`config.mk`:
```
export PLATFORM = sky130hd
export DESIGN_NAME = bin_to_bcd_serial
export DESIGN_NICKNAME = d
export VERILOG_FILES = /design/src/rtl/xm23_display_pkg.sv /design/src/rtl/bcd_digit_adjust.sv /design/src/rtl/bin_to_bcd_serial.sv
export SDC_FILE = /design/constraint.sdc
export NUM_CORES = 1
export LEC_CHECK = 0
export ABC_AREA = 1
export CORE_MARGIN = 1.5
export CORE_UTILIZATION = 55
export DETAILED_ROUTE_END_ITERATION = 7
export PLACE_DENSITY = 0.84
export RECOVER_POWER = 50
export SYNTH_ARGS = -nofsm -noshare
export SYNTH_HDL_FRONTEND = slang
export SYNTH_SLANG_ARGS = --single-unit
export TNS_END_PERCENT = 50
```
`constraint.sdc`:
```
create_clock -name clk -period 8.5 [get_ports clk]
set_clock_uncertainty 0.1 [all_clocks]
set_input_delay 1.7 -clock clk [delete_from_list [all_inputs] [get_ports clk]]
set_output_delay 1.7 -clock clk [all_outputs]
set_load 0.05 [all_outputs]
```
`src/rtl/xm23_display_pkg.sv`:
```
// Shared types and constants for the XM23 seven-segment display path.
package xm23_display_pkg;

  typedef enum logic [1:0] {IDLE, SHIFT, DONE} bcd_state_t;

  typedef logic [3:0] bcd_digit_t;

  localparam bcd_digit_t BCD_NINE = 4'd9;

  // 10^n, valid while the result fits in 64 bits (n <= 19).
  function automatic logic [63:0] pow10(input int n);
    logic [63:0] r;
    r = 64'd1;
    for (int i = 0; i < n; i++) r = r * 64'd10;
    return r;
  endfunction

endpackage

```
`src/rtl/bcd_digit_adjust.sv`:
```
// Double-dabble digit correction: add 3 to a BCD digit of 5 or more before the shift.
module bcd_digit_adjust
  import xm23_display_pkg::*;
(
  input  bcd_digit_t d,
  output bcd_digit_t q
);

  assign q = (d >= 4'd5) ? d + 4'd3 : d;

endmodule

```
`src/rtl/bin_to_bcd_serial.sv`:
```
// Iterative binary-to-BCD converter, one bit per clock, saturating at all nines.
module bin_to_bcd_serial
  import xm23_display_pkg::*;
#(
  parameter int BIN_W  = 27,
  parameter int DIGITS = 8
) (
  input  logic                  clk,
  input  logic                  init,
  input  logic                  start,
  input  logic [BIN_W-1:0]      bin_in,
  output logic                  busy,
  output logic                  done,
  output logic                  overflow,
  output logic [4*DIGITS-1:0]   bcd_out
);

  localparam int BCD_W  = 4 * DIGITS;
  localparam int WORK_W = BCD_W + BIN_W;
  localparam int CNT_W  = $clog2(BIN_W + 1);

  localparam logic [63:0] LIMIT64   = pow10(DIGITS);
  localparam int          LIM_W_RAW = $clog2(LIMIT64) + 1;
  localparam int          LIM_W     = (BIN_W > LIM_W_RAW) ? BIN_W : LIM_W_RAW;
  localparam logic [LIM_W-1:0] LIMIT = LIM_W'(LIMIT64);
  // A narrow input that can never reach 10^DIGITS never overflows.
  localparam bit CAN_OVF = (BIN_W >= 64) || ((64'd1 << BIN_W) > LIMIT64);

  localparam logic [CNT_W-1:0] LAST_IT = CNT_W'(BIN_W - 1);

  bcd_state_t         state_q, state_d;
  logic [WORK_W-1:0]  work_q;
  logic [WORK_W-1:0]  work_adj;
  logic [CNT_W-1:0]   cnt_q;
  logic               ovf_q;
  logic [LIM_W-1:0]   bin_ext;
  logic               ovf_in;
  logic               unused_adj_msb;

  assign bin_ext        = LIM_W'(bin_in);
  assign ovf_in         = CAN_OVF && (bin_ext >= LIMIT);
  assign unused_adj_msb = work_adj[WORK_W-1];

  assign work_adj[BIN_W-1:0] = work_q[BIN_W-1:0];

  for (genvar k = 0; k < DIGITS; k++) begin : g_adj
    bcd_digit_adjust u_adj (
      .d (work_q[BIN_W + 4*k +: 4]),
      .q (work_adj[BIN_W + 4*k +: 4])
    );
  end

  always_ff @(posedge clk or posedge init) begin
    if (init) state_q <= IDLE;
    else      state_q <= state_d;
  end

  always_comb begin
    state_d = state_q;
    case (state_q)
      IDLE:    if (start) state_d = SHIFT;
      SHIFT:   if (cnt_q == LAST_IT) state_d = DONE;
      DONE:    state_d = IDLE;
      default: state_d = IDLE;
    endcase
  end

  // busy trails the state by one edge, so it covers exactly the shift edges.
  always_ff @(posedge clk or posedge init) begin
    if (init) begin
      work_q   <= '0;
      cnt_q    <= '0;
      ovf_q    <= 1'b0;
      bcd_out  <= '0;
      overflow <= 1'b0;
      done     <= 1'b0;
      busy     <= 1'b0;
    end else begin
      done <= 1'b0;
      busy <= (state_q == SHIFT);
      case (state_q)
        IDLE: begin
          if (start) begin
            work_q <= {{BCD_W{1'b0}}, bin_in};
            ovf_q  <= ovf_in;
            cnt_q  <= '0;
          end
        end
        SHIFT: begin
          work_q <= {work_adj[WORK_W-2:0], 1'b0};
          cnt_q  <= cnt_q + CNT_W'(1);
        end
        DONE: begin
          bcd_out  <= ovf_q ? {DIGITS{BCD_NINE}} : work_q[WORK_W-1 -: BCD_W];
          overflow <= ovf_q;
          done     <= 1'b1;
        end
        default: ;
      endcase
    end
  end

endmodule

```
==> flow_metrics.tcl, run 1 <==
set metrics [dict create \
    power.density_nw_per_um2 353 \
    start_util_pct 57.4 \
    crit_cells 5 \
    totalNegativeSetupSlack_ps 0 \
    dpl_cell_area_sq_um 5450 \
    drt_pass1_iterations 4 \
    grt_use_met2_pct 40.0 \
    final_common_cell "nand2_1" \
    r2r_cells 5 \
    synth-edff-count 0 \
    clk_path_buf_depth 2 \
    grt_overflow 0 \
    wirelength_mm 10.2 \
    core_area_sq_um 8300 \
    cts.clk_slew.worst_paths_ps 100 \
    fp.dieH_um 96.1 \
    failed_checks "capacitance limit, slew limit" \
    grt_pass1_wl_mm 17.2 \
    place_congestion 0.840 \
    crit_top_cell "nor2_1" \
    ctsHoldBuffers 0 \
    hold_class "flop to flop" \
    drtAntennaViolNets 0 \
    grt_pass1_vias 3743 \
    rows 33 \
    clk_latency_ps 370 \
    synthTopCellsByArea "dfrtp_1 (54%), nand2_1 (11%), o21ai_0 (5.5%)" \
    final_cell_mix "nand2_1 (144), dfrtp_1 (102), clkdlybuf4s50_1 (62), o21ai_0 (61), inv_1 (56)" \
    hold_depth 2 \
    finalCritPeriodShare_pct 61.4 \
    use_met3_pct 3.55 \
    fin_crit_ps 5220 \
    maxCapViolations 1 \
    grt.total_usage_pct 24.4 \
    crit_chain "nor2_1 > clkinvlp_2 > nor2_1 > inv_1 > o21ai_0" \
    synthArstFlopShare_pct 100 \
    port_buffers 64 \
    fmax_mhz 192 \
    rsz0062_at_grt "no" \
    cp.required_ps 8670 \
    outcome "complete, but fails checks" \
    worst_slack_ps 3280 \
    wl_per_cell_um 14.2 \
    synth-seq-area-share_pct 53.5 \
    drcViolationCount 0 \
    root_buffer "clkbuf_8" \
    ys_seq_elements 102 \
    synthDistinctLibCells 27 \
    post_cts_buffers 0 \
    synth.avg_cell_area_sq_um 8.65 \
    final_hold_viol_count 0 \
    critical_path.max_stage_delay_ps 1340 \
    layout.nets 657 \
    vias 3992 \
    pre_cts_ws_ps 4990 \
    reg2reg_slack_ps 3280 \
    fin_cells 719 \
    synth_area_sq_um 4770 \
    cts_inserted_buffers 9 \
    areaGrowthSynthToFinish_pct 17.9 \
    cts_tree "built" \
    critPathMaxFanout 19 \
    drt_iter0_markers 258 \
    met1_usage_pct 32.7 \
    grt_antenna_before_repair 0 \
    final_util_pct 67.7 \
    cp.arrival_ps 5390 \
    leakage_nw 2.73 \
    top_usage_layer "met2" \
    cp-end-kind "flop" \
    final_cell_area_sq_um 5620 \
    critical_path_buf_inv_count 2 \
    die_area_sq_um 9240 \
    place_inst 703 \
    synth_nets 599 \
    syn_inst 551 \
    clock_sinks 102 \
    antenna_cells 0 \
    avgViaCountPerCell 5.55 \
    synth_top_area_cell "dfrtp_1" \
    cts_max_level 3 \
    slew_headroom_pct -60.3 \
    max-vdd-ir-drop_mv 0.166 \
    finalPower_mw 1.98 \
    synth_flop_cell "dfrtp_1" \
    cts_resized 0 \
    critPathLaunchType "flop" \
    hpwl_mm 6.89 \
    yosysTopAreaCellShare_pct 53.5 \
    io_pins 65 \
    ys_warn_count 0 \
    path_delay_family "simple AND/OR/NAND/NOR gates" \
    grt_max_degree 73 \
    drv_slew 57 \
    worst_slew_pin_slew_ps 2400 \
    die-width_um 96.1 \
    setup_violations 0 \
    critPathSlowestCell "nor2_1" \
    crit_type "flop to flop" \
    fin_hold_ws_ps 388 \
    drive_gt1_share_pct 3.42 \
]
worst paths after layout:
| kind | from | endpoint |
|---|---|---|
| max | state_q[0]$_DFFE_PP0P_ | bcd_out[1]$_DFFE_PP0P_ |
| min | bcd_out[25]$_DFFE_PP0P_ | bcd_out[25]$_DFFE_PP0P_ |
| max reg2reg | state_q[0]$_DFFE_PP0P_ | bcd_out[1]$_DFFE_PP0P_ |
| min reg2reg | bcd_out[25]$_DFFE_PP0P_ | bcd_out[25]$_DFFE_PP0P_ |
| max in group asynchronous | init | bcd_out[17]$_DFFE_PP0P_ |
| min in group asynchronous | init | bcd_out[27]$_DFFE_PP0P_ |
registers in the layout (all words and copies together) (netlist names):
signal,count
cnt_q,5
state_q,2
busy,1
bcd_out,32
done,1
overflow,1
ovf_q,1
work_q,59
cell usage after synthesis (10+ instances only):
cell,instances
o21ai_1,10
buf_2,11
o22ai_1,15
o211ai_1,15
nand2_1,143
a21oi_1,30
o21ai_0,52
dfrtp_1,102
ha_1,18
inv_1,54
nand3_1,23
nor2_1,49
cells by family (layout without fill, tap and decap cells):
logic type | after synthesis | in the layout | share of synthesized area (%)
AO/OA/AOI/OAI | 125 | 125 | 14.5
AND/OR/NAND/NOR | 223 | 223 | 19.3
buffers and inverters | 79 | 142 | 7.09
flip-flops | 102 | 102 | 53.5
multiplexers | 2 | 2 | 0.420
XOR/XNOR | 2 | 2 | 0.368
adder cells (fa/ha/maj) | 18 | 18 | 4.72
where the power goes:
part	internal [mW]	switching (mW)	total, mW
combinational	0.302	0.557	0.859
sequential	0.667	0.113	0.780
clock	0.170	0.175	0.344
metal layers:
metal  vias up  part of all wire, %  routed length [um]
met5         -                    0                   0
met4         0                  1.5                 157
met3        15                  3.8                 390
met2        97                   50                5060
met1      1960                   45                4590
li1       1920                    -                   -
tightest hold or removal path, delay by kind of cell (launching register included):
kind	cells	cell delay, ps
flip-flops	1	350
AND/OR/NAND/NOR	1	50
AO/OA/AOI/OAI	1	50
area by class of cell:
type / count / area [sq um]
clock buffer: 9 / 124
clock inverter: 7 / 104
fill: 647 / 2680
inverter: 60 / 229
multi-input combinational: 370 / 1830
sequential: 102 / 2550
tap: 105 / 131
timing repair buffer: 66 / 652
(Power assumes the default switching activity.)
==> run 2: changes to the inputs <==
Clock period 8.5 ns to 5.2 ns, I/O delays scaled along.
==> flow_metrics.tcl, run 2 (synthesis gave the netlist of run 1 again) <==
set metrics [dict create \
    outcome "complete, but fails checks" \
    failed_checks "capacitance limit, slew limit" \
    wl_per_cell_um 14.1 \
    grt_pass1_vias 3900 \
    drcViolationCount 0 \
    cts_tree "built" \
    start_util_pct 57.4 \
    grt_overflow 0 \
    r2r-end "work_q[42]$_DFFE_PP0P_" \
    final_cell_mix "nand2_1 (143), dfrtp_1 (102), clkdlybuf4s50_1 (63), o21ai_0 (61), inv_1 (56)" \
    pre_cts_ws_ps 2390 \
    crit_type "flop to flop" \
    grt_pass1_wl_mm 17.3 \
    fin_hold_ws_ps 388 \
    final_hold_viol_count 0 \
    cts_max_level 3 \
    max-vdd-ir-drop_mv 0.270 \
    slew_headroom_pct -58.4 \
    cts_inserted_buffers 9 \
    core_area_sq_um 8300 \
    fmax_mhz 300 \
    largestRegisters "work_q (59), bcd_out (32), cnt_q (5)" \
    drive_gt1_share_pct 3.75 \
    place_congestion 0.841 \
    cp.arrival_ps 3500 \
    hold_depth 1 \
    post_cts_buffers 0 \
    areaGrowthSynthToFinish_pct 18.3 \
    fp.dieH_um 96.1 \
    reg2reg_slack_ps 1860 \
    fin_crit_ps 3340 \
    r2r_cells 5 \
    rsz0062_at_grt "no" \
    worstHoldEndpoint "cnt_q[4]$_DFFE_PP0P_" \
    antenna_cells 0 \
    drv_slew 77 \
    clock_sinks 102 \
    final_cell_area_sq_um 5640 \
    regMostFlops "work_q" \
    drt_pass1_iterations 4 \
    die_area_sq_um 9240 \
    critPathMaxFanout 56 \
    critPathLaunchType "flop" \
    hold_class "flop to flop" \
    die-width_um 96.1 \
    root_buffer "clkbuf_8" \
    place_inst 703 \
    cts.clk_slew.worst_paths_ps 90 \
    final_common_cell "nand2_1" \
    hpwl_mm 6.89 \
    drtAntennaViolNets 0 \
    ctsHoldBuffers 0 \
    avgViaCountPerCell 5.55 \
    worst_slack_ps 1860 \
    port_buffers 64 \
    vias 3990 \
    wirelength_mm 10.2 \
    layout.nets 657 \
    totalNegativeSetupSlack_ps 0 \
    cts_resized 0 \
    maxCapViolations 2 \
    reg2reg_from "state_q[0]$_DFFE_PP0P_" \
    finalCritPeriodShare_pct 64.2 \
    cp-end-kind "flop" \
    cp.required_ps 5360 \
    grt_antenna_before_repair 0 \
    grt.total_usage_pct 24.3 \
    leakage_nw 2.74 \
    drt_iter0_markers 238 \
    worstHoldStart "cnt_q[4]$_DFFE_PP0P_" \
    clk_path_buf_depth 2 \
    io_pins 65 \
    fin_cells 719 \
    grt_max_degree 86 \
    worst_slew_pin_slew_ps 2380 \
    largest_register_ffs 59 \
    rows 33 \
    clk_latency_ps 360 \
    setup_violations 0 \
    power.density_nw_per_um2 571 \
    dpl_cell_area_sq_um 5450 \
]
==> run 2: through the flow <==
stage	total power, mW	util, %
CTS	3.22	68.3
finish	3.22	68.0
floorplan	2.33	-
global placement	2.57	65.7
global route	3.50	68.0
detailed placement	2.68	65.7
==> run 2: critical path: stages (launching register included) <==
cell and delay [ps]:
dfrtp_1 370, inv_1 70, nor2_1 150, clkbuf_1 1720, o21ai_0 480, o22ai_1 350
==> run 2: how the worst max path moves through the flow <==
stage,from,to,slack [ps],cells after the start
detailed placement,start,work_q[0]$_DFFE_PP0P_,2390,5
global route,state_q[0]$_DFFE_PP0P_,work_q[42]$_DFFE_PP0P_,1630,5
CTS,bcd_out[19]$_DFFE_PP0P_,bcd_out[19],2490,1
global placement,start,work_q[0]$_DFFE_PP0P_,2380,5
floorplan,init,bcd_out[0]$_DFFE_PP0P_,1380,1
finish,state_q[0]$_DFFE_PP0P_,work_q[42]$_DFFE_PP0P_,1860,5
==> run 2: power by group <==
part	internal [mW]	total, mW	switching [mW]
clock network	0.271	0.542	0.271
registers	1.09	1.28	0.190
logic	0.496	1.40	0.906
==> run 2: layout make-up <==
type / instances / area (sq um)
multi-input cells: 370 / 1860
flip-flops and latches: 102 / 2550
clock buffers: 10 / 128
well taps: 105 / 131
fillers: 646 / 2660
repair buffers: 66 / 652
clock inverters: 6 / 86.3
inverters: 60 / 233
==> run 2: per-layer routing <==
layer  global-route usage (%)  vias to the layer above  routed length (um)
met2                     40.9                      129                4980
met1                     30.3                     1929                4490
li1                         -                     1913                   -
met4                     10.4                        0                 185
met3                     5.13                       19                 510
met5                        0                        -                   0
==> RTL edit 1, RTL diff (config.mk and constraints of run 2) <==
Set the parameter `DIGITS` to 16 (it was 8).
--- a/src/rtl/bin_to_bcd_serial.sv
+++ b/src/rtl/bin_to_bcd_serial.sv
@@ -3,7 +3,7 @@
   import xm23_display_pkg::*;
 #(
   parameter int BIN_W  = 27,
-  parameter int DIGITS = 8
+  parameter int DIGITS = 16
 ) (
   input  logic                  clk,
   input  logic                  init,
Interface: changed (resized bcd_out); port bits go from 65 to 97. No check against the original RTL was run, so the function may have changed too.
==> RTL edit 1 against run 2 <==
  * The run still ends with capacitance limit, slew limit left
  * Final area grew 69%
  * Die area grew 65%
  * Via count grew 65%
  * Combinational power grew 64%
  * Area after synthesis grew 67%
  * Sequential cell count grew 62
  * Non-clock buffer count grew 34
  * Hold slack lost 8.3 ps
  * Critical path type unchanged
  * Total power grew 75%
  * Final cell count grew 72%
  * Setup slack lost 390 ps
  * Largest power group unchanged
  * Wire length grew 62%
==> RTL edit 1: results (changes against run 2) <==
Outcome
  – Status: complete, but fails checks (unchanged)
  – Failing checks: capacitance limit, slew limit (unchanged)

Detailed routing
  – Drt via density: 5.31 (was 5.55)
  – DRT Pass-1 Iters: 7 (was 4)

Clock network
  – Clock transition at path regs: 60 ps (was 90 ps)
  – CTS Buf Count: 17 (was 9)
  – Clock Latency Late Sink: 430 ps (was 360 ps)
  – CTS root buf: clkbuf_16 (was clkbuf_8)

Flow run
  – Maxcap violations: 3 (was 2)

Place
  – Post-DP Area: 8910 sq um (was 5450 sq um)
  – Detailed-placement wirelength estimate: 10500 microns (was 6890 microns)
  – GPL Wtd Cong: 0.800 (was 0.841)
  – DP Cell Count: 1208 (was 703)

Yosys
  – Top cells by area, synth: dfrtp_1, nand2_1, o21ai_0, nand3_1, ha_1 (was dfrtp_1, nand2_1, o21ai_0, ha_1, inv_1)
  – Avg Cell Area, Syn: 8.27 sq um (was 8.65 sq um)
  – Mux contribution to synthesized area: 0% (was 0.420%)
  – Seq/Total Area, Yosys: 51.5% (was 53.5%)
  – Synth top cells by count: nand2_1, dfrtp_1, o21ai_0 (was nand2_1, dfrtp_1, inv_1)
  – Syn Nets: 1028 (was 599)
  – Distinct cells, synth: 20 (was 27)
  – Post-Synth XOR/XNOR Area: 0% (was 0.367%)
  – Post-Synth Adder-Cell Area: 5.34% (was 4.72%)

Power and ir drop
  – VDD IR-drop max: 0.000272 V (was 0.000270 V)

Global route
  – Vias in the first global route: 6254 (was 3900)
  – Met3 Use GR: 4.61% (was 5.13%)
  – Met2 usage: 38.1% (was 40.9%)
  – M1 GR Usage: 30.7% (was 30.3%)
  – Total GRT Usage: 23.3% (was 24.3%)

Worst setup path
  – Critical Path Max Stage Delay: 1960 ps (was 1720 ps)
  – CP max FO: 60 (was 56)

Timing
  – Tcrit/Tclk final: 71.7% (was 64.2%)
  – Final Max Slew Viols: 226 (was 77)
  – Relative slew slack: -80.1% (was -58.4%)

Final layout
  – Largest regs: work_q x91, bcd_out x64, cnt_q x5 (was work_q x59, bcd_out x32, cnt_q x5)
[RTL edit 1: worst paths after layout]
kind,startpoint,to,slack [ps],cells after the start
max in group asynchronous,init,bcd_out[21],2420,3
hold reg to reg,bcd_out[38],bcd_out[38],380,2
setup reg to reg,state_q[1],work_q[49],1470,6
hold / removal,bcd_out[38],bcd_out[38],380,2
min in group asynchronous,init,work_q[15],1370,2
setup / recovery,state_q[1],work_q[49],1470,6
[RTL edit 1: final cells by class]
| class | instances | area [sq um] |
|---|---|---|
| clock buffer | 22 | 474 |
| multi-input combinational | 661 | 3180 |
| timing repair buffer | 100 | 995 |
| fill | 1072 | 4520 |
| clock inverter | 10 | 153 |
| sequential | 164 | 4100 |
| tap | 180 | 225 |
| inverter | 103 | 389 |
[RTL edit 1: cell families (layout without fill, tap and decap cells)]
| kind of cell | Yosys count | in the layout |
|---|---|---|
| simple gates | 491 | 491 |
| flops | 164 | 164 |
| buf+inv | 139 | 235 |
| compound gates | 135 | 135 |
| fa+ha+maj | 34 | 34 |
| other cells | 1 | 1 |
[RTL edit 1: worst min-delay path: stages (launching register included)]
cell	delay (ps)
dfrtp_1	340
nand2_1	50
o21ai_0	50
[RTL edit 1: metal layers]
metal  vias up  share of wire [%]
met5         -                  0
li1       3300                  -
met3        34                4.4
met2       183                 48
met4         0                2.1
met1      3072                 46
[RTL edit 1: power groups by stage]
stage,Sequential (mW),Combinational [mW],Clock (mW)
floorplan,2.09,1.66,0
finish,2.03,2.29,1.33
global route,2.08,2.66,1.40
detailed placement,2.03,2.25,0
CTS,2.02,2.29,1.34
global placement,2.02,2.15,0
==> RTL edit 2, RTL diff (config.mk and constraints of run 2) <==
Made on the original files. Register the output `bcd_out` once more, cleared by the reset; this adds one clock of latency there. The other outputs are not delayed to match.
--- a/src/rtl/bin_to_bcd_serial.sv
+++ b/src/rtl/bin_to_bcd_serial.sv
@@ -27,6 +27,8 @@
   localparam bit CAN_OVF = (BIN_W >= 64) || ((64'd1 << BIN_W) > LIMIT64);
 
   localparam logic [CNT_W-1:0] LAST_IT = CNT_W'(BIN_W - 1);
+
+  logic [4*DIGITS-1:0] bcd_s0;
 
   bcd_state_t         state_q, state_d;
   logic [WORK_W-1:0]  work_q;
@@ -71,7 +73,7 @@
       work_q   <= '0;
       cnt_q    <= '0;
       ovf_q    <= 1'b0;
-      bcd_out  <= '0;
+      bcd_s0   <= '0;
       overflow <= 1'b0;
       done     <= 1'b0;
       busy     <= 1'b0;
@@ -91,7 +93,7 @@
           cnt_q  <= cnt_q + CNT_W'(1);
         end
         DONE: begin
-          bcd_out  <= ovf_q ? {DIGITS{BCD_NINE}} : work_q[WORK_W-1 -: BCD_W];
+          bcd_s0   <= ovf_q ? {DIGITS{BCD_NINE}} : work_q[WORK_W-1 -: BCD_W];
           overflow <= ovf_q;
           done     <= 1'b1;
         end
@@ -100,5 +102,13 @@
     end
   end
 
+  always_ff @(posedge clk or posedge init) begin
+    if (init) begin
+      bcd_out <= '0;
+    end else begin
+      bcd_out <= bcd_s0;
+    end
+  end
+
 endmodule
 
Formal check against the unedited RTL: no difference found for any inputs over 10 cycles, from zero or initial values; that may be too few to reach the edited logic, so the function may still have changed.
==> RTL edit 2 against run 2 <==
  * The flow still finishes with violations (capacitance limit, slew limit)
  * Setup slack improved by 180 ps
  * Area after synthesis rose by 17%
  * Hold slack got worse by 110 ps
  * Final area rose by 22%
  * Register-to-register slack improved by 250 ps
  * Wire length rose by 13%
  * Die area rose by 16%
  * Total power rose by 27%
  * Final cell count rose by 7.9%
  * Sequential cell count rose by 32
  * Largest cell class unchanged
==> RTL edit 2: results (changes against run 2) <==
Outcome
  – Status: complete, but fails checks (unchanged)
  – Failing checks: capacitance limit, slew limit (unchanged)

Flow run
  – Maxcap violations: 2 (unchanged)

Timing
  – Final Max Slew Viols: 87 (was 77)
  – Worst-Margin Slew: 2840 ps (was 2380 ps)
  – Worst hold margin: 275 ps (was 388 ps)

Global route
  – Vias in the first global route: 4176 (was 3900)
  – First-pass GRT wire length: 19300 microns (was 17300 microns)
  – Total GRT Usage: 22.2% (was 24.3%)

Detailed routing
  – Initial DRC Count: 365 (was 238)
  – Via count: 4304 (was 3990)
  – DRT Pass-1 Iters: 5 (was 4)

Final layout
  – Layout net count: 678 (was 657)
  – Layout cells sized above 1: 7.93% (was 3.75%)
  – Largest regs: work_q x59, bcd_out x32, bcd_s0 x32 (was work_q x59, bcd_out x32, cnt_q x5)

Power and ir drop
  – Leak pwr: 3.31 nW (was 2.74 nW)
  – VDD IR-drop max: 0.000340 V (was 0.000270 V)

Worst setup path
  – Setup crit start: init (was state_q[0])
  – CP max FO: 67 (was 56)
  – Setup crit end: bcd_s0[31] (was work_q[42])
  – FF-to-FF End: bcd_s0[25] (was work_q[42])
  – Critical Path Max Stage Delay: 1600 ps (was 1720 ps)

Clock network
  – H-tree depth: 4 (was 3)
  – Clock Latency Late Sink: 520 ps (was 360 ps)
  – CTS Buf Count: 17 (was 9)

Yosys
  – Distinct cells, synth: 26 (was 27)
  – Seq/Total Area, Yosys: 60.3% (was 53.5%)
  – Syn Nets: 612 (was 599)

Place
  – GPL Wtd Cong: 0.814 (was 0.841)
  – Detailed-placement wirelength estimate: 7150 microns (was 6890 microns)
RTL edit 2: logic make-up (layout without fill, tap and decap cells):
group	count (synthesis)	count (layout)	share of synthesized area, %
simple gates	176	176	12.6
compound gates	152	152	16.4
flops	134	134	60.3
buf+inv	81	160	6.12
fa+ha+maj	18	18	4.05
xor+xnor	3	3	0.473
RTL edit 2: how the worst min path moves through the flow:
stage	depth (start not counted)	endpoint	start
after floorplan	0	bcd_out[10]	bcd_s0[10]
after global placement	0	bcd_out[11]	bcd_s0[11]
after detailed placement	0	bcd_out[29]	bcd_s0[29]
after CTS	0	bcd_out[0]	bcd_s0[0]
after global routing	0	bcd_out[29]	bcd_s0[29]
final	0	bcd_out[29]	bcd_s0[29]
RTL edit 2: cell type report:
type                            count  area, sq um
Tap cell                          133          166
Multi-Input combinational cell    349         1860
Timing Repair Buffer               65          661
Clock inverter                     15          193
Sequential cell                   134         3350
Clock buffer                       17          414
Fill cell                         687         2890
Inverter                           63          240
RTL edit 2: metrics by stage:
step | worst slack, ps | cells | cell area (sq um)
final | 2040 | 776 | 6890
after global placement | 2150 | 744 | 6290
after global routing | 1510 | 776 | 6890
after CTS | 2370 | 776 | 6890
after detailed placement | 2080 | 744 | 6290
after floorplan | 477 | 564 | 5560
RTL edit 2: power by group:
part / switching (mW) / internal [mW]
combinational: 0.881 / 0.464
clock: 0.476 / 0.743
sequential: 0.193 / 1.34
RTL edit 2: routing by layer:
layer / part of all wire (%) / GRT usage (%)
met1: 42 / 29.4
met3: 7.0 / 4.91
met4: 2.0 / 8.04
met5: 0 / 0
met2: 49 / 36.3
